**src/rtl/uart_pkg.sv**
```systemverilog
// Shared UART definitions: transmit-side FSM states and word/byte geometry.
package uart_pkg;
    localparam int BYTES_PER_WORD = 4;
    localparam int WORD_W         = 8 * BYTES_PER_WORD;
    localparam int BYTE_IDX_W     = $clog2(BYTES_PER_WORD);

    typedef enum logic [1:0] {
        S_IDLE,
        S_START,
        S_WAIT_HI,
        S_WAIT_LO
    } tx_state_e;
endpackage

```
**src/rtl/uart_word_fifo.sv**
```systemverilog
// Word FIFO with first-word-fall-through read; depth 2**ADDR_W.
// UART_TX_FEEDER_LEVEL_EN adds a fill-level output derived from the pointers.
module uart_word_fifo #(
    parameter int ADDR_W = 3,
    parameter int DATA_W = 32
) (
    input  logic              clk,
    input  logic              rstn,
    input  logic              push,
    input  logic [DATA_W-1:0] push_data,
    input  logic              pop,
`ifdef UART_TX_FEEDER_LEVEL_EN
    output logic [ADDR_W:0]   level,
`endif
    output logic [DATA_W-1:0] pop_data,
    output logic              full,
    output logic              empty
);
    localparam int DEPTH = 2 ** ADDR_W;

    logic [DATA_W-1:0] mem [DEPTH];
    logic [ADDR_W:0]   wr_ptr_q, wr_ptr_d;
    logic [ADDR_W:0]   rd_ptr_q, rd_ptr_d;
    logic              do_push;
    logic              do_pop;

    // Extra pointer MSB distinguishes full from empty when the index bits match.
    assign full  = (wr_ptr_q[ADDR_W] != rd_ptr_q[ADDR_W]) &&
                   (wr_ptr_q[ADDR_W-1:0] == rd_ptr_q[ADDR_W-1:0]);
    assign empty = (wr_ptr_q == rd_ptr_q);

    assign do_push  = push && !full;
    assign do_pop   = pop && !empty;
    assign wr_ptr_d = do_push ? wr_ptr_q + 1'b1 : wr_ptr_q;
    assign rd_ptr_d = do_pop  ? rd_ptr_q + 1'b1 : rd_ptr_q;
    assign pop_data = mem[rd_ptr_q[ADDR_W-1:0]];

`ifdef UART_TX_FEEDER_LEVEL_EN
    assign level = wr_ptr_q - rd_ptr_q;
`endif

    always_ff @(posedge clk) begin
        if (do_push) begin
            mem[wr_ptr_q[ADDR_W-1:0]] <= push_data;
        end
    end

    always_ff @(posedge clk or negedge rstn) begin
        if (!rstn) begin
            wr_ptr_q <= '0;
            rd_ptr_q <= '0;
        end else begin
            wr_ptr_q <= wr_ptr_d;
            rd_ptr_q <= rd_ptr_d;
        end
    end
endmodule

```
**src/rtl/uart_tx_feeder.sv**
```systemverilog
// Buffers 32-bit words and launches them LSB byte first into a UART transmitter
// via tx_start/tx_busy. Define UART_TX_FEEDER_LEVEL_EN for level/overflow_sticky ports.
module uart_tx_feeder
    import uart_pkg::*;
#(
    parameter int ADDR_W = 3
) (
    input  logic              clk,
    input  logic              rstn,
    input  logic [WORD_W-1:0] wr_data,
    input  logic              wr_valid,
    output logic              wr_ready,
    output logic [7:0]        sdata,
    output logic              tx_start,
    input  logic              tx_busy,
    output logic              empty,
`ifdef UART_TX_FEEDER_LEVEL_EN
    output logic [ADDR_W:0]   level,
    output logic              overflow_sticky,
`endif
    output logic              idle
);
    localparam logic [BYTE_IDX_W-1:0] LAST_IDX = BYTE_IDX_W'(BYTES_PER_WORD - 1);

    tx_state_e             state_q, state_d;
    logic [WORD_W-1:0]     shreg_q, shreg_d;
    logic [BYTE_IDX_W-1:0] idx_q, idx_d;
    logic [7:0]            sdata_q, sdata_d;
    logic                  tx_start_q, tx_start_d;
    logic                  pop;
    logic [WORD_W-1:0]     fifo_head;
    logic                  fifo_full;
    logic                  fifo_empty;

    uart_word_fifo #(
        .ADDR_W (ADDR_W),
        .DATA_W (WORD_W)
    ) u_fifo (
        .clk       (clk),
        .rstn      (rstn),
        .push      (wr_valid),
        .push_data (wr_data),
        .pop       (pop),
`ifdef UART_TX_FEEDER_LEVEL_EN
        .level     (level),
`endif
        .pop_data  (fifo_head),
        .full      (fifo_full),
        .empty     (fifo_empty)
    );

    assign wr_ready = !fifo_full;
    assign empty    = fifo_empty;
    assign sdata    = sdata_q;
    assign tx_start = tx_start_q;
    assign idle     = fifo_empty && (state_q == S_IDLE) && !tx_busy;

    always_comb begin
        state_d    = state_q;
        shreg_d    = shreg_q;
        idx_d      = idx_q;
        sdata_d    = sdata_q;
        tx_start_d = 1'b0;
        pop        = 1'b0;
        case (state_q)
            S_IDLE: begin
                if (!fifo_empty) begin
                    pop     = 1'b1;
                    shreg_d = fifo_head;
                    idx_d   = '0;
                    state_d = S_START;
                end
            end
            S_START: begin
                // Launch only into an idle transmitter; otherwise keep waiting here.
                if (!tx_busy) begin
                    sdata_d    = shreg_q[7:0];
                    tx_start_d = 1'b1;
                    state_d    = S_WAIT_HI;
                end
            end
            S_WAIT_HI: begin
                if (tx_busy) begin
                    state_d = S_WAIT_LO;
                end
            end
            S_WAIT_LO: begin
                if (!tx_busy) begin
                    if (idx_q == LAST_IDX) begin
                        state_d = S_IDLE;
                    end else begin
                        shreg_d = {8'h00, shreg_q[WORD_W-1:8]};
                        idx_d   = idx_q + 1'b1;
                        state_d = S_START;
                    end
                end
            end
            default: state_d = S_IDLE;
        endcase
    end

    always_ff @(posedge clk or negedge rstn) begin
        if (!rstn) begin
            state_q    <= S_IDLE;
            shreg_q    <= '0;
            idx_q      <= '0;
            sdata_q    <= 8'h00;
            tx_start_q <= 1'b0;
        end else begin
            state_q    <= state_d;
            shreg_q    <= shreg_d;
            idx_q      <= idx_d;
            sdata_q    <= sdata_d;
            tx_start_q <= tx_start_d;
        end
    end

`ifdef UART_TX_FEEDER_LEVEL_EN
    logic overflow_q;

    always_ff @(posedge clk or negedge rstn) begin
        if (!rstn) begin
            overflow_q <= 1'b0;
        end else if (wr_valid && !wr_ready) begin
            overflow_q <= 1'b1;
        end
    end

    assign overflow_sticky = overflow_q;
`endif
endmodule

```
**config.mk**
```make
export PLATFORM = sky130hd
export DESIGN_NAME = uart_tx_feeder
export DESIGN_NICKNAME = d
export VERILOG_FILES = /design/src/rtl/uart_pkg.sv /design/src/rtl/uart_word_fifo.sv /design/src/rtl/uart_tx_feeder.sv
export SDC_FILE = /design/constraint.sdc
export NUM_CORES = 1
export LEC_CHECK = 0
export ABC_AREA = 1
export ABC_CLOCK_PERIOD_IN_PS = 3500
export BUFFER_PORTS_ARGS = -buffer_cell sky130_fd_sc_hd__buf_2
export CORE_MARGIN = 2
export CORE_UTILIZATION = 58
export DETAILED_ROUTE_END_ITERATION = 8
export GPL_TIMING_DRIVEN = 0
export PLACE_DENSITY_LB_ADDON = 0.1
export SKIP_CTS_REPAIR_TIMING = 1
export SLEW_MARGIN = 0
export SYNTH_ARGS = -nofsm -noshare
export SYNTH_HDL_FRONTEND = slang
export SYNTH_HIERARCHICAL = 1
export SYNTH_SLANG_ARGS = --single-unit
```
**constraint.sdc**
```tcl
create_clock -name clk -period 3.5 [get_ports clk]
set_input_delay 0.875 -clock clk [delete_from_list [all_inputs] [get_ports clk]]
set_output_delay 0.875 -clock clk [all_outputs]
set_load 0.05 [all_outputs]
```
Word level (Yosys, flattened, before mapping)
Memory sizes are Yosys's and may differ from the RTL's.
Cells that the tools add are included.
{"block": "op_classes", "n_addsub": 3, "n_eq_ne": 12, "muxes": 20, "bitwise": 1, "reduce_logical": 13}
{"cell": "32-bit two-way mux", "n": 3}
{"cell": "32-bit one-hot mux with 2 select lines", "n": 1}
{"cell": "2-bit two-way mux", "n": 7}
{"cell": "2-bit != test, second input constant", "n": 5}
{"cell": "4-bit by 1-bit adder with 4-bit output, second input constant", "n": 2}
{"cell": "2-bit one-hot mux with 4 select lines", "n": 1}
{"cell": "4-bit AND reduction", "n": 2}
{"cell": "1-bit two-way mux", "n": 7}
{"cell": "2-bit == test, second input constant", "n": 3}
{"cell": "1-bit logical AND", "n": 5}
{"cell": "4-bit == test", "n": 1}
{"cell": "2-bit one-hot mux with 2 select lines", "n": 1}
{"cell": "3-bit == test", "n": 1}
{"cell": "1-bit zero test", "n": 3}
{"cell": "2-bit by 1-bit adder with 2-bit output, second input constant", "n": 1}
{"cell": "2-bit by 1-bit == test with 1-bit output, second input constant", "n": 1}
{"cell": "2-bit zero test", "n": 1}
{"cell": "2-bit AND reduction", "n": 1}
{"cell": "2-bit nonzero test", "n": 1}
{"cell": "1-bit != test", "n": 1}
{"cell": "1-bit inverter", "n": 1}
{"block": "totals", "regBits": 53, "ram_bits": 256, "input_bits": 36, "out_inout_bits": 12, "memories": 1}
{"memory": "u_fifo.mem", "depth": 8, "word_bits": 32, "read_ports": 1, "rd_clocked_by_memory_dff": 0, "write_ports": 1, "line_no": "uart_word_fifo.sv:21", "text": "logic [DATA_W-1:0] mem [DEPTH];"}

Logic depth before layout (Yosys ltp)
Gate-level depths: netlist of run 1.
{"block": "depth", "depth_word": 6, "mapped_depth": 14}

By module
The synthesis of run 1 kept the hierarchy.
{"module": "uart_word_fifo", "n_inst": 1, "cells_each": 811, "area_each_um2": 10528.8, "seq_area_each_um2": 7887.6}
{"module": "uart_tx_feeder", "n_inst": 1, "cells_each": 308, "area_each_um2": 2316.0, "seq_area_each_um2": 1126.1}

Least setup slack after synthesis of run 1
No wires, ideal clock.
{"block": "synth_path", "path_kind": "reg-to-output", "start": "reg u_fifo.rd_ptr_q[0]", "end": "out idle", "t_arrival_ns": 2.085, "slack_ns": 0.540, "stages_incl_launch_ff": 9, "path_buffers": 1, "path_cell_list": "dfrtp_1 -> buf_6 -> inv_4 -> nand2_1 -> a21oi_1 -> nand2_1 -> inv_1 -> nand2_1 -> nor2_1"}
{"block": "synth_via", "elab_chain_len": 3}
{"element": "from (decl)", "line_no": "uart_word_fifo.sv:23", "text": "logic [ADDR_W:0] rd_ptr_q, rd_ptr_d;"}
{"element": "from (signal assigned)", "line_no": "uart_word_fifo.sv:54", "text": "rd_ptr_q <= rd_ptr_d;"}
{"element": "4-bit == test", "line_no": "uart_word_fifo.sv:30", "text": "assign empty = (wr_ptr_q == rd_ptr_q);"}
{"element": "named net empty", "line_no": "uart_tx_feeder.sv:16", "text": "output logic empty,"}
{"element": "1-bit logical AND (2 in a row)", "line_no": "uart_tx_feeder.sv:56", "text": "assign idle = fifo_empty && (state_q == S_IDLE) && !tx_busy;"}
{"element": "to (decl)", "line_no": "uart_tx_feeder.sv:21", "text": "output logic idle"}
The timed path passes the listed nets, and every way through them passes these cells.

Final worst setup path of run 1
{"block": "layout_path", "start": "reg u_fifo.rd_ptr_q[0]", "end": "out idle"}
{"block": "layout_via", "elab_chain_len": 3}
{"element": "4-bit == test", "line_no": "uart_word_fifo.sv:30"}
{"element": "1-bit logical AND (2 in a row)", "line_no": "uart_tx_feeder.sv:56"}
No other way between the ends.

==> impl.org, run 1 <==
** STA
- Across all hold checks on the routed design, the worst slack comes to 469 ps.
- Between clock sinks in the finished design, the worst skew comes to 11.1 ps.
- Total count of hold-check failures in the final report :: 0
- Final-report setup violation count :: 0
- For this run, the top clock speed supported by timing is 307 MHz.
- Max-slew violation total from the final report :: 0
- Measured against its own limit, the worst slew margin works out to 0.210.
- In the finished design, the share of the clock period the worst path needs comes to 0.930.
- Setup repair after global routing left no endpoint under its margin.
- After layout, the minimum clock period comes to 3260 ps.
- Slew @ Worst Pin :: 1180 ps

** Clocking
- In this run the clock root is driven by a sky130_fd_sc_hd__clkbuf_16.
- After clock tree synthesis, the clock-pin slew on the worst setup and hold paths is 60 ps.
- CTS saw 309 sinks.
- CTS tree :: yes
- Cts bufs inserted :: 31
- Buffer depth of the longest clock path :: 3
- Latest clock arrival within the worst-skew pair :: 560 ps
- CTS H-Tree Depth :: 1

** Drt
- 1st-pass router iterations :: 5
- Post-DRT Antenna Nets :: 0
- Via density per instance :: 5.71
- The first routing iteration left 731 violations.
- Total number of vias :: 8618
- Routed wire length :: 30500 µm
- In the routed design, unresolved DRC markers number 0.
- Routed WL per cell :: 20.2 µm

** Placed design
- At the end of routability-driven placement, the weighted congestion stood at 0.886.
- Placed cells :: 1453
- After detailed placement, the total cell area comes to 13700 µm².
- After legalization and detailed placement, the total HPWL measured 19800 µm.
- Count of input and output buffers :: 47

** Synthesis
- Averaged over all synthesized cells, the footprint is 11.5 µm².
- Netlist cell types :: 27
- By instance count, the leading cell after synthesis is sky130_fd_sc_hd__nand2_1.
- The share of the Yosys chip area taken by registers is 0.702.
- Counting every net in the synthesized netlist gives 1163.
- Summed over all instances, the cell type with the most area after synthesis is sky130_fd_sc_hd__edfxtp_1.
- Most instantiated cells after synthesis :: sky130_fd_sc_hd__nand2_1, sky130_fd_sc_hd__edfxtp_1, sky130_fd_sc_hd__nor2_1, sky130_fd_sc_hd__o21ai_0, sky130_fd_sc_hd__o22ai_1
- In this run, synthesis inferred 256 flip-flops with an integrated enable.
- Fraction of registers with async set/reset :: 0.172
- Among all flip-flop cells after synthesis, the most frequent one is sky130_fd_sc_hd__edfxtp_1.
- After synthesis, the cell types taking the most area are sky130_fd_sc_hd__edfxtp_1, sky130_fd_sc_hd__dfrtp_1, sky130_fd_sc_hd__nand2_1, sky130_fd_sc_hd__nor2_1, sky130_fd_sc_hd__o22ai_1.
- After synthesis the netlist holds a flip-flop and latch count of 309.
- Post-Syn Area :: 12800 µm²
- Yosys Warn Count :: 6
- Area share of the largest cell type after synthesis :: 0.598
- Number of standard cells after synthesis :: 1119

** Die
- Top Ports :: 48
- The floorplan has 54 rows.
- Total die area :: 23400 µm²
- Floorplan die height :: 153 µm
- Initial Util :: 0.590
- Width of the die :: 153 µm
- Floorplan core area :: 21800 µm²

** Run
- Number of max-capacitance violations reported :: 0

** Worst setup path
- On the critical path the largest part of the delay comes from buffers and inverters.
- Cell-by-cell trace of the critical path :: buf_6 -> inv_4 -> nand2_1 -> a21oi_1 -> nand2_1 -> inv_1 -> nand2_1 -> nor2_1 -> buf_2
- Most frequent cell on the critical path :: sky130_fd_sc_hd__nand2_1
- Endpoint required time on the critical path :: 2620 ps
- Slowest stage cell, crit path :: sky130_fd_sc_hd__dfrtp_1
- Startpoint Class :: flip-flop
- Type of element capturing the critical path :: primary output
- Count of buffering cells on the critical path with inverters included :: 4
- Data arrival time of the worst path :: 2380 ps
- In this design, the stage delay of the slowest critical-path cell is 510 ps.
- The critical path is of the flip-flop to primary output type.
- Along the worst path, the maximum fanout reaches 10.

** Power and ir drop
- In this run the power density over the cells is 921 nW/µm².
- Of the total power, the share spent switching nets is 0.392.
- Switching power :: 5.28 mW
- Cell-internal power :: 8.19 mW
- Summed over all cells, the static leakage comes to 5.75 nW.
- The share of total power dissipated in the clock network is 0.229.
- Of the total power, registers draw 0.373.
- Comb power frac :: 0.398
- Max rail drop VDD :: 0.000493 V

** Global route
- The via count of the first global-routing pass was 8410.
- Total routing resource utilization after global routing :: 0.261
- GR Overflow Total :: 0
- Entering global routing, the biggest net connects 54 pins.
- Antenna violations before repair :: 1
- The first global-routing pass estimated 46900 µm of wire.

** Final layout
- The number of antenna diodes in the final layout is 0.
- Final instance area :: 14600 µm²
- At the end of the flow, the number of nets in the layout was 1250.
- Post-layout utilization of the core :: 0.672
- Area growth syn-to-layout :: 13.8%
- Fraction of final layout cells with drive strength greater than 1 :: 0.152
- Leaving out filler cells and counting taps, the final layout contains 1509.

** Worst hold path
- Hold WC Path Type :: flip-flop to flip-flop

** Status
- The run finished with clean final reports.
## sequential cells by signal, indices dropped and copies added, names as in the netlist
| register | cells |
|---|---|
| idx_q | 2 |
| sdata | 8 |
| shreg_q | 32 |
| state_q | 2 |
| tx_start | 1 |
| u_fifo/mem | 256 |
| u_fifo/rd_ptr_q | 4 |
| u_fifo/wr_ptr_q | 4 |
## cell type report
| cell class | instances | area, µm² |
|---|---|---|
| sequential | 309 | 9010 |
| fill | 1671 | 7140 |
| multi-input combinational | 720 | 3350 |
| clock buffer | 44 | 882 |
| buffer | 65 | 440 |
| timing repair buffer | 54 | 420 |
| tap | 280 | 350 |
| inverter | 25 | 96.3 |
| clock inverter | 12 | 67.6 |
## power by group through the flow
stage,clock network [mW],registers (mW),logic (mW)
floorplan,0,5.18,3.47
global placement,0,5.12,5.07
detailed placement,0,5.10,5.30
CTS,3.12,5.03,5.32
global route,3.26,5.09,5.86
finish,3.08,5.03,5.36
## cells in the final DEF (no fill, tap or decap), drive strengths merged
master and count:
xor2 3, nor2 140, nand3 39, ha 8, nand4 1, inv 26, clkinv 9, o22ai 64
o21ai 129, a21oi 2, clkinvlp 2, edfxtp 256, buf 109, clkbuf 54, dfrtp 53, nand2 325
nand3b 9
## worst min-delay path: cells and delay by family, from the launching register on
kind / cells / cell delay (ps)
flops: 1 / 340
simple gates: 2 / 90
## kinds of logic (layout without fill, tap and decap cells)
kind of cell             Yosys count  after routing  share of synthesized area
XOR/XNOR                           3              3                    0.00205
buffers and inverters             90            200                     0.0418
AO/OA/AOI/OAI                    195            195                     0.0875
AND/OR/NAND/NOR                  514            514                      0.159
adder cells (fa/ha/maj)            8              8                    0.00779
flip-flops                       309            309                      0.702
## through the flow
| stage | setup WS, ps | setup TNS [ps] | total power [mW] |
|---|---|---|---|
| after floorplan | 540 | 0 | 8.65 |
| after global placement | -1100 | -210450 | 10.2 |
| after global routing | 148 | 0 | 14.2 |
| final | 243 | 0 | 13.5 |
| after detailed placement | 845 | 0 | 10.4 |
| after CTS | 256 | 0 | 13.5 |
## metal layers
metal | share of wire | wire (µm) | global-route usage | vias up
li1 | - | - | - | 4056
met1 | 0.42 | 13000 | 0.364 | 4205
met5 | 0.00043 | 13 | 0 | -
met4 | 0.025 | 765 | 0.0829 | 2
met3 | 0.062 | 1890 | 0.0360 | 59
met2 | 0.49 | 14900 | 0.434 | 296
## worst paths after layout
kind / start / endpoint / slack [ps] / cells past startpoint
setup / recovery: u_fifo/rd_ptr_q[0] / idle / 240 / 9
hold / removal: shreg_q[11] / shreg_q[11] / 470 / 2
setup reg to reg: u_fifo/rd_ptr_q[0] / u_fifo/mem[4][12] / 860 / 8
hold reg to reg: shreg_q[11] / shreg_q[11] / 470 / 2
max in group asynchronous: rstn / shreg_q[24] / 2210 / 1
min in group asynchronous: rstn / sdata[7] / 560 / 1
Note: power is estimated with default switching activity, not from simulation.
==> run 2, diff against run 1 <==
Settings changed: ABC_CLOCK_PERIOD_IN_PS 3500 to 3000.
Clock period 3.5 ns to 3 ns, I/O delays scaled along.
==> impl.org, run 2 (same netlist as run 1, synthesis figures left out) <==
** STA
- The number of endpoints failing setup at the final stage is 0 (unchanged).
- The max-slew headroom at the worst pin came to 0.203 (was 0.210).
- In the finished design, the share of the clock period the worst path needs comes to 0.955.
- The number of pins exceeding their max-slew limit in the final report was 0 (unchanged).
- Min cycle time layout :: 2870 ps
- Unrepaired setup endpoints after global routing :: no (unchanged)
- The hold violation count in the final report was 0 (unchanged).
- The largest clock skew in the final design was 8.86 ps (was 11.1 ps).
- Based on the critical path, the design can be clocked at up to 349 MHz.
- Slew @ Worst Pin :: 1200 ps (was 1180 ps)

** Power and ir drop
- Cell-internal power :: 9.58 mW (was 8.19 mW)
- Part of the total power dissipated in sequential elements :: 0.372 (was 0.373)
- The peak ir drop on the vdd network was 0.000578 V (was 0.000493 V).
- The part of the power in the clock network came to 0.228 (was 0.229).
- Power density relative to cell area :: 1080 nW/µm² (was 921 nW/µm²)
- The net switching component of the power came to 6.17 mW (was 5.28 mW).
- Overall power of the completed layout :: 15.7 mW (was 13.5 mW)
- Reported leakage power :: 5.75 nW (about the same)
- The fraction of power spent switching nets was 0.392 (about the same).
- Comb power frac :: 0.400 (was 0.398)

** Die
- The width of the chip is 153 µm (unchanged).
- Floorplan die height :: 153 µm (unchanged)
- The core area was 21800 µm² (unchanged).
- The number of placed I/O pins is 48 (unchanged).
- The die area came to 23400 µm² (unchanged).
- Initial Util :: 0.590 (unchanged)
- Row cnt :: 54 (unchanged)

** Placed design
- Final HPWL from detailed placement :: 19800 µm (unchanged)
- Last weighted congestion value of the routability-driven placer :: 0.886 (unchanged)
- Count of input and output buffers :: 47 (unchanged)
- The post-placement cell count is 1453 (unchanged).
- Cell area after placement :: 13700 µm² (unchanged)

** Drt
- Post-DRT Antenna Nets :: 0 (unchanged)
- Routed wire length :: 30500 µm (about the same)
- Total number of vias :: 8571 (was 8618)
- The average vias per placed instance came to 5.67 (was 5.71).
- Starting DRC count in detailed routing :: 718 (was 731)
- The average routed wire per standard cell came to 20.2 µm (about the same).
- 1st-pass router iterations :: 5 (unchanged)
- Remaining routing DRC violations :: 0 (unchanged)

** Final layout
- Final instance area :: 14600 µm² (about the same)
- The share of final-layout standard cells stronger than drive strength 1 is 0.156 (was 0.152).
- The number of standard cells in the layout, taps in and fillers out came to 1511 (was 1509).
- Nets@finish :: 1252 (was 1250)
- The flip-flop count of the largest register, all copies and words added is 256 (unchanged).
- Most frequent cells in the layout: sky130_fd_sc_hd__nand2_1, sky130_fd_sc_hd__edfxtp_1, sky130_fd_sc_hd__nor2_1, sky130_fd_sc_hd__o21ai_0, sky130_fd_sc_hd__buf_2 (unchanged).
- The most frequent standard cell in the layout excluding fill and tap cells was sky130_fd_sc_hd__nand2_1 (unchanged).
- Area growth syn-to-layout :: 14.0% (was 13.8%)
- The antenna diode count was 0 (unchanged).

** Status
- Status :: complete, no violations (unchanged)

** Global route
- The initial antenna violation count came to 1 (unchanged).
- First-pass GRT wire length :: 46900 µm (unchanged)
- The overall track demand over capacity in global routing was 0.261 (unchanged).
- The maximum number of pins on one net before global-route repair was 54 (unchanged).
- The overflow left after global routing is 0 (unchanged).
- Vias in the first global route :: 8410 (unchanged)

** Run
- Number of max-capacitance violations reported :: 0 (unchanged)

** Clocking
- Num Clock Sinks :: 309 (unchanged)
- The CTS clock-pin slew for the worst setup and hold paths came to 60 ps (about the same).
- CTS H-Tree Depth :: 1 (unchanged)
- Buffer depth of the longest clock path :: 3 (unchanged)
- Cts bufs inserted :: 31 (unchanged)
- CTS tree :: yes (unchanged)
- The root buffer cell is sky130_fd_sc_hd__clkbuf_16 (unchanged).
- The clock network latency to the later pin of the worst-skew pair is 560 ps (about the same).

** Worst setup path
- The total buffers and inverters traversed by the critical path is 4 (unchanged).
- Most frequent cell on the critical path :: sky130_fd_sc_hd__nand2_1 (unchanged)
- Type of element capturing the critical path :: primary output (unchanged)
- Startpoint Class :: flip-flop (unchanged)
- The critical path's largest stage delay came to 440 ps (was 510 ps).
- Maximum fanout encountered on the critical timing path :: 10 (unchanged)
- The data required time of the worst path was 2250 ps (was 2620 ps).
- Slack of the worst reg-to-reg path :: 540 ps (was 860 ps)
- Kind of cell with the highest combined delay on the critical path :: buffers and inverters (unchanged)
- Cell-by-cell trace of the critical path: buf_6 -> inv_4 -> nand2_1 -> a21oi_1 -> nand2_2 -> inv_2 -> nand2_1 -> nor2_1 -> buf_4 (was buf_6 -> inv_4 -> nand2_1 -> a21oi_1 -> nand2_1 -> inv_1 -> nand2_1 -> nor2_1 -> buf_2).
- Slowest stage cell, crit path :: sky130_fd_sc_hd__dfrtp_2 (was sky130_fd_sc_hd__dfrtp_1)
- The kind of critical path is flip-flop to primary output (unchanged).
- Data arrival time of the worst path :: 2120 ps (was 2380 ps)

** Worst hold path
- Hold WC Path Type :: input port to asynchronous set/reset pin (was flip-flop to flip-flop)
## run 2: changes by cell type in the layout (fill, tap and decap cells not counted)
cell                      change
sky130_fd_sc_hd__buf_2        -1
sky130_fd_sc_hd__buf_4        +3
sky130_fd_sc_hd__dfrtp_1      -1
sky130_fd_sc_hd__dfrtp_2      +1
sky130_fd_sc_hd__inv_1        -1
sky130_fd_sc_hd__inv_2        +1
sky130_fd_sc_hd__nand2_1      -1
sky130_fd_sc_hd__nand2_2      +1
## run 2: final timing paths
kind | cells past startpoint | start | endpoint
min in group clk | 1 | wr_data[31] | u_fifo/mem[0][31]
setup / recovery | 9 | u_fifo/rd_ptr_q[0] | idle
setup reg to reg | 7 | u_fifo/wr_ptr_q[0] | u_fifo/mem[2][16]
hold reg to reg | 2 | shreg_q[5] | sdata[5]
max in group asynchronous | 1 | rstn | u_fifo/rd_ptr_q[0]
hold / removal | 1 | rstn | sdata[7]
## run 2: layout make-up
type | count | area [µm²]
Sequential cell | 309 | 9010
Fill cell | 1670 | 7120
Multi-Input combinational cell | 720 | 3350
Clock buffer | 44 | 882
Buffer | 65 | 440
Timing Repair Buffer | 56 | 438
Tap cell | 280 | 350
Inverter | 25 | 96.3
Clock inverter | 12 | 67.6
## run 2: layer usage
layer,vias up,wire length (µm),share of wire,global-route usage
li1,4056,-,-,-
met1,4145,12800,0.42,0.364
met2,311,14800,0.49,0.434
met3,57,2110,0.069,0.0360
met4,2,735,0.024,0.0829
met5,-,13,0.00043,0
## run 2: metrics by stage
step | setup WS, ps | hold WS (ps) | utilization | setup TNS, ps
CTS | -119 | 437 | 0.672 | -119
detailed placement | 363 | 459 | 0.628 | 0
global route | 49.4 | 462 | 0.673 | 0
finish | 134 | 443 | 0.673 | 0
global placement | -1600 | 454 | 0.617 | -322450
floorplan | 165 | 442 | - | 0
## run 2: power by group through the flow
stage | Combinational [mW] | Clock (mW) | Sequential, mW
floorplan | 4.05 | 0 | 6.04
finish | 6.29 | 3.59 | 5.86
global placement | 5.92 | 0 | 5.97
CTS | 6.21 | 3.64 | 5.87
global route | 6.88 | 3.81 | 5.93
detailed placement | 6.18 | 0 | 5.95
## run 2: worst reg2reg max path, cell delays in order (launching register included)
cell and delay (ps):
sky130_fd_sc_hd__dfrtp_1 510, sky130_fd_sc_hd__inv_1 130, sky130_fd_sc_hd__nand2_1 110, sky130_fd_sc_hd__nand2_1 90, sky130_fd_sc_hd__nand4_4 160, sky130_fd_sc_hd__nand3_1 280
sky130_fd_sc_hd__nor2_4 610, sky130_fd_sc_hd__buf_16 250
==> run 3, diff against run 2 <==
Settings changed: BUFFER_PORTS_ARGS -buffer_cell sky130_fd_sc_hd__buf_2 to -buffer_cell sky130_fd_sc_hd__clkbuf_2.
==> impl.org, run 3 (same netlist as run 1, synthesis figures left out) <==
** Placed design
- The global placer's final weighted congestion came to 0.885 (was 0.886).
- Final HPWL from detailed placement :: 19800 µm (about the same)
- The total of buffers placed on input and output ports is 47 (unchanged).
- The post-placement setup slack was 347 ps (was 363 ps).

** Worst setup path
- The arrival time at the worst endpoint came to 2110 ps (was 2120 ps).
- Slowest stage cell, crit path :: sky130_fd_sc_hd__dfrtp_2 (unchanged)
- The kind of capture point of the worst setup path was a primary output (unchanged).
- Cell-by-cell trace of the critical path :: buf_6 -> inv_4 -> nand2_1 -> a21oi_1 -> nand2_2 -> inv_2 -> nand2_1 -> nor2_1 -> buf_6 (was buf_6 -> inv_4 -> nand2_1 -> a21oi_1 -> nand2_2 -> inv_2 -> nand2_1 -> nor2_1 -> buf_4)
- Critical path's largest stage delay :: 440 ps (about the same)
- The largest fanout on the critical path came to 10 (unchanged).
- The startpoint type of the worst setup path was a flip-flop (unchanged).
- The data required time of the worst path is 2250 ps (about the same).
- Start-to-end type of the worst setup path :: flip-flop to primary output (unchanged)

** Clocking
- Num Clock Sinks :: 309 (unchanged)
- The total CTS buffers was 31 (unchanged).
- Clock slew at the register clock pins of the worst setup and hold paths :: 60 ps (about the same)
- The clock tree from TritonCTS was yes (unchanged).
- Root buffer cell :: sky130_fd_sc_hd__clkbuf_16 (unchanged)
- The H-tree depth is 1 (unchanged).
- The buffer depth of the longest clock path is 3 (unchanged).
- The clock network latency to the later pin of the worst-skew pair is 550 ps (was 560 ps).

** Final layout
- The area growth from synthesis to layout is 14.2% (was 14.0%).
- Area taken by multi-input logic gates :: 3350 µm² (unchanged)
- Fraction of final layout cells with drive strength greater than 1 :: 0.155 (was 0.156)
- Filler cell count in the final layout :: 1646 (was 1670)
- Most frequent cells in the layout: sky130_fd_sc_hd__nand2_1, sky130_fd_sc_hd__edfxtp_1, sky130_fd_sc_hd__nor2_1, sky130_fd_sc_hd__o21ai_0, sky130_fd_sc_hd__o22ai_1 (was sky130_fd_sc_hd__nand2_1, sky130_fd_sc_hd__edfxtp_1, sky130_fd_sc_hd__nor2_1, sky130_fd_sc_hd__o21ai_0, sky130_fd_sc_hd__buf_2).
- Number of flip-flops in the largest register :: 256 (unchanged)
- The most frequent standard cell in the layout excluding fill and tap cells is sky130_fd_sc_hd__nand2_1 (unchanged).
- The register area was 9010 µm² (unchanged).
- Nets@finish :: 1253 (was 1252)

** STA
- The worst-case setup margin in the final layout came to 137 ps (was 134 ps).
- The worst hold slack came to 188 ps (was 443 ps).
- Max Fclk :: 349 MHz (about the same)
- The final period utilization was 0.954 (was 0.955).
- The max-slew headroom at the worst pin came to 0.356 (was 0.203).
- The pin slew with the least headroom to its limit came to 964 ps (was 1200 ps).
- Unrepaired setup endpoints after global routing :: no (unchanged)
- Min cycle time layout :: 2860 ps (was 2870 ps)
- The largest clock skew in the final design is 13.0 ps (was 8.86 ps).
- The hold violation count in the final report was 0 (unchanged).
- Total negative slack for setup checks :: 0 ps (unchanged)
- Max-slew violation total from the final report :: 0 (unchanged)
- The number of endpoints failing setup at the final stage is 0 (unchanged).

** Global route
- Total routing resource utilization after global routing :: 0.260 (was 0.261)
- The global-route wire length before repair came to 46700 µm (was 46900 µm).
- The initial antenna violation count is 0 (was 1).
- The maximum number of pins on one net before global-route repair is 54 (unchanged).
- The via count of the first global-routing pass was 8572 (was 8410).
- The overflow left after global routing was 0 (unchanged).

** Power and ir drop
- Switching power :: 6.17 mW (about the same)
- The share of total power in combinational logic came to 0.400 (about the same).
- Part of the total power dissipated in sequential elements :: 0.371 (was 0.372)
- Max rail drop VDD :: 0.000641 V (was 0.000578 V)
- Cell-internal power :: 9.61 mW (was 9.58 mW)
- The power density over the cells was 1080 nW/µm² (about the same).
- The leakage power was 5.77 nW (was 5.75 nW).
- Sw frac :: 0.391 (was 0.392)
- Power share of the clock group :: 0.228 (about the same)

** Run
- Number of max-capacitance violations reported :: 0 (unchanged)

** Die
- The width of the chip was 153 µm (unchanged).
- Floorplan core area :: 21800 µm² (unchanged)
- Top Ports :: 48 (unchanged)
- The die area is 23400 µm² (unchanged).
- The die boundary height came to 153 µm (unchanged).
- The starting utilization of the core area came to 0.590 (unchanged).
- Row cnt :: 54 (unchanged)

** Drt
- 1st-pass router iterations :: 5 (unchanged)
- DR WL met2 :: 14300 µm (was 14800 µm)
- DR WL met3 :: 1980 µm (was 2110 µm)
- The average vias per placed instance is 5.67 (about the same).
- Total number of vias :: 8574 (was 8571)
- Routed wire length :: 30400 µm (was 30500 µm)
- Uppermost layer routed :: met4 (was met5)
- Detailed-routing wirelength on met1 :: 13200 µm (was 12800 µm)
- The average routed wire per standard cell is 20.1 µm (was 20.2 µm).
- The initial DRC count was 718 (unchanged).
- Remaining routing DRC violations :: 0 (unchanged)
- The count of nets left with antenna violations after detail routing is 0 (unchanged).

** Worst hold path
- The kind of path behind the tightest hold check was input port to asynchronous set/reset pin (unchanged).

** Status
- Status: complete, no violations (unchanged).
-- run 3: layer usage --
| layer | vias to the layer above | global-route usage |
|---|---|---|
| li1 | 4064 | - |
| met1 | 4142 | 0.359 |
| met2 | 307 | 0.427 |
| met3 | 61 | 0.0422 |
| met4 | 0 | 0.0922 |
| met5 | - | 0 |
-- run 3: worst paths after layout --
kind / from / end / slack, ps / cells past startpoint
max reg2reg: u_fifo/wr_ptr_q[0] / u_fifo/mem[4][12] / 500 / 7
max in group asynchronous: rstn / u_fifo/rd_ptr_q[0] / 2240 / 2
min reg2reg: shreg_q[0] / sdata[0] / 470 / 2
min in group clk: wr_data[31] / u_fifo/mem[4][31] / 470 / 1
min: rstn / sdata[7] / 190 / 1
max: u_fifo/rd_ptr_q[0] / idle / 140 / 9
-- run 3: critical path, delay by kind of cell, from the launching register on --
kind,cells,cell delay [ps]
flip-flops,1,440
AND/OR/NAND/NOR,4,400
AO/OA/AOI/OAI,1,170
buffers and inverters,4,540
-- run 3: stage by stage --
| step | instance area (µm²) | utilization | total power, mW | instances |
|---|---|---|---|---|
| 2_1_floorplan | 12800 | - | 10.1 | 1119 |
| 3_3_place_gp | 13400 | 0.617 | 11.9 | 1446 |
| 3_5_place_dp | 13700 | 0.628 | 12.1 | 1453 |
| 4_1_cts | 14600 | 0.672 | 15.7 | 1509 |
| 5_1_grt | 14700 | 0.674 | 16.7 | 1512 |
| 6_report | 14700 | 0.674 | 15.8 | 1513 |
-- run 3: power by group through the flow --
stage / Clock (mW) / Combinational, mW / Sequential, mW
global route: 3.83 / 6.90 / 5.93
CTS: 3.65 / 6.22 / 5.87
global placement: 0 / 5.92 / 5.98
finish: 3.60 / 6.32 / 5.86
detailed placement: 0 / 6.18 / 5.95
floorplan: 0 / 4.05 / 6.04
-- run 3: area by class of cell --
| class | count | share of cell area |
|---|---|---|
| timing repair buffer | 57 | 0.0315 |
| buffer | 65 | 0.0300 |
| clock inverter | 14 | 0.00682 |
| tap | 280 | 0.0239 |
| sequential | 309 | 0.615 |
| antenna | 1 | 0.000171 |
| multi-input combinational | 720 | 0.228 |
| clock buffer | 42 | 0.0583 |
| inverter | 25 | 0.00657 |
